### config.mk
export PLATFORM = sky130hd
export DESIGN_NAME = alu_scheduler
export DESIGN_NICKNAME = d
export VERILOG_FILES = /design/src/rtl/alu_pkg.sv /design/src/rtl/alu_sched_rr_arb.sv /design/src/rtl/alu_scheduler.sv
export SDC_FILE = /design/constraint.sdc
export NUM_CORES = 1
export LEC_CHECK = 0
export CORE_MARGIN = 3
export CORE_UTILIZATION = 40
export DETAILED_ROUTE_END_ITERATION = 10
export MAX_ROUTING_LAYER = met4
export PLACE_DENSITY = 0.73
export SLEW_MARGIN = 0
export SYNTH_ARGS = -nofsm -noshare
export SYNTH_HDL_FRONTEND = slang
export SYNTH_HIERARCHICAL = 1
export SYNTH_SLANG_ARGS = --single-unit
### constraint.sdc
create_clock -name clk -period 6.5 [get_ports clk]
set_input_delay 1.625 -clock clk [delete_from_list [all_inputs] [get_ports clk]]
set_output_delay 1.625 -clock clk [all_outputs]
set_load 0.05 [all_outputs]
### src/rtl/alu_pkg.sv
// Shared types and constants for the ALU request scheduler.
// Optional result flags are enabled by defining ALU_SCHED_FLAGS_EN.
package alu_pkg;

    localparam int NREQ = 4;
    localparam int ID_W = 2;

    typedef enum logic [1:0] {
        OP_ADD = 2'b00,
        OP_SUB = 2'b01,
        OP_MUL = 2'b10,
        OP_NOP = 2'b11
    } op_e;

    typedef logic [1:0] state_t;

    localparam state_t S_IDLE = 2'd0;
    localparam state_t S_EXEC = 2'd1;
    localparam state_t S_RESP = 2'd2;

    // Operands are zero-extended, so sub wraps mod 2^16 and mul cannot overflow.
    function automatic logic [15:0] alu_calc(op_e op, logic [7:0] a, logic [7:0] b);
        logic [15:0] r;
        r = '0;
        case (op)
            OP_ADD:  r = {8'h00, a} + {8'h00, b};
            OP_SUB:  r = {8'h00, a} - {8'h00, b};
            OP_MUL:  r = {8'h00, a} * {8'h00, b};
            default: r = '0;
        endcase
        return r;
    endfunction

endpackage

### src/rtl/alu_sched_rr_arb.sv
// Round-robin arbiter: search begins one past the previous winner.
import alu_pkg::*;

module alu_sched_rr_arb (
    input  logic [NREQ-1:0] req,
    input  logic [ID_W-1:0] last_grant,
    output logic [NREQ-1:0] grant,
    output logic [ID_W-1:0] grant_idx
);

    logic            found;
    logic [ID_W-1:0] cand;

    always_comb begin
        grant     = '0;
        grant_idx = last_grant;
        found     = 1'b0;
        cand      = '0;
        // k = NREQ wraps back onto last_grant, so it is tried last.
        for (int k = 1; k <= NREQ; k++) begin
            cand = last_grant + ID_W'(k);
            if (!found && req[cand]) begin
                found       = 1'b1;
                grant[cand] = 1'b1;
                grant_idx   = cand;
            end
        end
    end

endmodule

### src/rtl/alu_scheduler.sv
// Four-requester ALU scheduler with round-robin grant and a single EXEC slot.
// Define ALU_SCHED_FLAGS_EN to add the rsp_flags output (zero, borrow).
import alu_pkg::*;

module alu_scheduler #(
    parameter int unsigned MUL_LAT = 3
) (
    input  logic        clk,
    input  logic        rst,
    input  logic [3:0]  req_valid,
    output logic [3:0]  req_ready,
    input  logic [31:0] req_a,
    input  logic [31:0] req_b,
    input  logic [7:0]  req_op,
    output logic        rsp_valid,
    input  logic        rsp_ready,
    output logic [1:0]  rsp_id,
    output logic [15:0] rsp_data,
`ifdef ALU_SCHED_FLAGS_EN
    output logic [1:0]  rsp_flags,
`endif
    output logic        busy
);

    state_t          state_q, state_d;
    logic [3:0]      cnt_q, cnt_d;
    logic [7:0]      a_q, a_d;
    logic [7:0]      b_q, b_d;
    op_e             op_q, op_d;
    logic [ID_W-1:0] id_q, id_d;
    logic [ID_W-1:0] last_q, last_d;
    logic [15:0]     data_q, data_d;
`ifdef ALU_SCHED_FLAGS_EN
    logic [1:0]      flags_q, flags_d;
`endif

    logic [NREQ-1:0] grant;
    logic [ID_W-1:0] grant_idx;
    logic [7:0]      sel_a, sel_b;
    op_e             sel_op;
    logic            accept;
    logic [15:0]     res;

    alu_sched_rr_arb u_arb (
        .req        (req_valid),
        .last_grant (last_q),
        .grant      (grant),
        .grant_idx  (grant_idx)
    );

    always_comb begin
        sel_a  = '0;
        sel_b  = '0;
        sel_op = OP_NOP;
        for (int i = 0; i < NREQ; i++) begin
            if (grant_idx == ID_W'(i)) begin
                sel_a  = req_a[8*i +: 8];
                sel_b  = req_b[8*i +: 8];
                sel_op = op_e'(req_op[2*i +: 2]);
            end
        end
    end

    assign accept    = (state_q == S_IDLE) && (|req_valid);
    assign req_ready = (state_q == S_IDLE) ? grant : '0;
    assign res       = alu_calc(op_q, a_q, b_q);

    always_comb begin
        state_d = state_q;
        cnt_d   = cnt_q;
        a_d     = a_q;
        b_d     = b_q;
        op_d    = op_q;
        id_d    = id_q;
        last_d  = last_q;
        data_d  = data_q;
`ifdef ALU_SCHED_FLAGS_EN
        flags_d = flags_q;
`endif
        case (state_q)
            S_IDLE: begin
                if (accept) begin
                    state_d = S_EXEC;
                    a_d     = sel_a;
                    b_d     = sel_b;
                    op_d    = sel_op;
                    id_d    = grant_idx;
                    last_d  = grant_idx;
                    cnt_d   = (sel_op == OP_MUL) ? 4'(MUL_LAT - 1) : 4'd0;
                end
            end
            S_EXEC: begin
                if (cnt_q == 4'd0) begin
                    state_d = S_RESP;
                    data_d  = res;
`ifdef ALU_SCHED_FLAGS_EN
                    flags_d = {(op_q == OP_SUB) && (a_q < b_q), res == 16'h0000};
`endif
                end else begin
                    cnt_d = cnt_q - 4'd1;
                end
            end
            S_RESP: begin
                if (rsp_ready) begin
                    state_d = S_IDLE;
                end
            end
            default: state_d = S_IDLE;
        endcase
    end

    always_ff @(posedge clk or negedge rst) begin
        if (!rst) begin
            state_q <= S_IDLE;
            cnt_q   <= '0;
            a_q     <= '0;
            b_q     <= '0;
            op_q    <= OP_ADD;
            id_q    <= '0;
            last_q  <= ID_W'(NREQ - 1);
            data_q  <= '0;
`ifdef ALU_SCHED_FLAGS_EN
            flags_q <= '0;
`endif
        end else begin
            state_q <= state_d;
            cnt_q   <= cnt_d;
            a_q     <= a_d;
            b_q     <= b_d;
            op_q    <= op_d;
            id_q    <= id_d;
            last_q  <= last_d;
            data_q  <= data_d;
`ifdef ALU_SCHED_FLAGS_EN
            flags_q <= flags_d;
`endif
        end
    end

    assign rsp_valid = (state_q == S_RESP);
    assign rsp_id    = id_q;
    assign rsp_data  = data_q;
    assign busy      = (state_q != S_IDLE);
`ifdef ALU_SCHED_FLAGS_EN
    assign rsp_flags = flags_q;
`endif

endmodule

==> out/qor.csv <==
stage,metric,value,unit
clock_network,cts.sinks,44,
timing,slew_violations,0,
logic_synthesis,synth_nets,753,
logic_synthesis,synth.largest_area_cell,dfrtp_1,
route,drt_wl_total,14000,um
layout,insertedDiodeCount,0,
logic_synthesis,synth.top_cells.by_count,"inv_1, ha_1, and2_1",
logic_synthesis,synthArstFlopShare,1.00,
grt,grt_remaining_overflow,0,
status,status,finished clean,
clock_network,cts_hold_buf,0,
worst_setup_path,setup.worst_path.class,in -> out,
timing,skew,0.00956,ns
route,ant_nets,0,
grt,grt_antenna_before_repair,0,
place,hpwl,11200,um
min_path,timing.hold.worst.class,reg -> reg,
timing,tns,0,ns
route,vias,4625,
route,wl_per_cell,16.5,um
clock_network,post_cts_buffers,0,
place,portBuffers,102,
logic_synthesis,synth_edf_count,0,
logic_synthesis,ys_types,61,
timing,fmax,173,MHz
clock_network,ctsResizeCount,0,
clock_network,clk_pin_slew,0.07,ns
worst_setup_path,critPathCaptureType,output pin,
logic_synthesis,synth.most_common_cell,inv_1,
timing,setup_viol,0,
clock_network,cts_tree,yes,
floorplanning,rows,42,
route,dr.pass1.iters,5,
timing,finalCritPeriodShare,0.890,
logic_synthesis,ys.flop_type,dfrtp_1,
logic_synthesis,synth_top_area_frac,0.193,
layout,syn_to_final_growth,24.7,%
clock_network,clock-root-buffer,clkbuf_16,
layout,drive_gt1_frac,0.0778,
grt,grt_max_degree,45,
grt,grt_pass1_wl,23300,um
timing,tightest_slew,1.16,ns
clock_network,clk_path_buf_depth,2,
worst_setup_path,rrSetupSlack,1.82,ns
timing,timing.slew.headroom,0.230,
layout,fillers,1197,
layout,nets,846,
timing,period_needed,5.78,ns
timing,hold_viol,0,
floorplanning,die_h,123,um
clock_network,h-tree-depth,2,
floorplanning,die-area,0.0151,mm^2
logic_synthesis,synth.avg_cell_area,9.50,um^2
clock_network,insertion_delay,0.29,ns
worst_setup_path,cp.required,4.88,ns
route,drc_errors,0,
logic_synthesis,synth_warnings,6,
place,gp_congestion,0.940,
worst_setup_path,crit_path_start_kind,input pin,
layout,utilization,0.512,
floorplanning,dieWidth,123,um
clock_network,cts_buffers,5,
worst_setup_path,arrival,4.16,ns
route,drt-initial-drc-count,249,
grt,grt_pass1_vias,4894,
grt,gr-usage-all-layers,0.196,
logic_synthesis,ys_ff_latch,44,
logic_synthesis,ys_seq_area_frac,0.202,
logic_synthesis,ys_top_cells_by_area,"dfrtp_1, ha_1, fa_1",
floorplanning,start_util,0.410,
worst_setup_path,cp_max_fo,7,
timing,rsz0062_at_grt,no,
logic_synthesis,synth_cells,574,
floorplanning,core,0.0133,mm^2
floorplanning,io_pins,103,
run,max-cap-violations,0,
route,viasPerCell,5.48,
logic_synthesis,syn_area,0.00546,mm^2
## stage by stage
step / setup slack, ns / hold slack [ns] / instances / area (um^2)
2_1_floorplan: 1.87 / 0.462 / 574 / 5460
3_3_place_gp: 0.822 / 0.475 / 836 / 6630
3_5_place_dp: 0.713 / 0.476 / 836 / 6630
4_1_cts: 0.717 / 0.496 / 844 / 6810
5_1_grt: 0.584 / 0.527 / 844 / 6810
6_report: 0.716 / 0.492 / 844 / 6810
## worst paths after layout
kind	startpoint	endpoint	cells after the start
max	req_valid[1]	req_ready[0]	7
min reg2reg	rsp_data[0]	rsp_data[0]	2
min in group asynchronous	rst	rsp_data[14]	1
min	rsp_data[0]	rsp_data[0]	2
max in group asynchronous	rst	b_q[3]	1
max reg2reg	a_q[1]	rsp_data[15]	14
## cells by family after synthesis
group                    synth area share
buffers and inverters              0.0695
XOR/XNOR                           0.0193
AO/OA/AOI/OAI                       0.137
AND/OR/NAND/NOR                     0.167
flip-flops                          0.202
multiplexers                        0.123
adder cells (fa/ha/maj)             0.282
## layout make-up
type,instances,area (um^2),area share
Clock buffer,6,139,0.0204
Clock inverter,2,38.8,0.00570
Inverter,80,300,0.0441
Multi-Input combinational cell,433,3980,0.585
Sequential cell,44,1100,0.162
Tap cell,176,220,0.0324
Timing Repair Buffer,103,1020,0.150
## layer usage
layer	vias to the layer above	global-route usage	routed length, um
met5	-	-	0
met4	0	0.0483	235
met3	24	0.0263	753
met2	179	0.326	6910
met1	2242	0.253	6050
li1	2180	-	-
## worst max-delay path, stage by stage
cell and delay, ns:
clkdlybuf4s50_1 0.50, mux4_1 0.57, nor2b_4 0.17, a221oi_1 0.34, o2bb2ai_1 0.12, and2_1 0.15
clkdlybuf4s50_1 0.69
## sequential cells by signal, indices dropped and copies added, names as in the netlist
signal / cells
state_q: 2
op_q: 2
rsp_data: 16
cnt_q: 4
rsp_id: 2
last_q: 2
b_q: 8
a_q: 8
## placed cells by master (no fill, tap or decap), types with 5 or more instances in the layout
cell type | netlist | routed
mux2_2 | 11 | 11
nor3_1 | 12 | 12
ha_1 | 62 | 62
fa_1 | 38 | 38
a21oi_1 | 29 | 29
and2_1 | 47 | 47
xnor2_1 | 6 | 5
dfrtp_1 | 42 | 42
a211oi_1 | 7 | 7
mux4_2 | 19 | 19
inv_1 | 78 | 78
clkdlybuf4s50_1 | 0 | 101
a221oi_1 | 6 | 6
nand2_1 | 38 | 38
xor2_1 | 6 | 6
a31oi_1 | 5 | 5
nand2b_1 | 9 | 9
o21ai_0 | 29 | 29
nor2_1 | 34 | 34
nand3_1 | 7 | 7
clkbuf_16 | 0 | 5
Power is not shown: default switching activity piles up to over one toggle a cycle in this logic, so the estimate is an artifact.
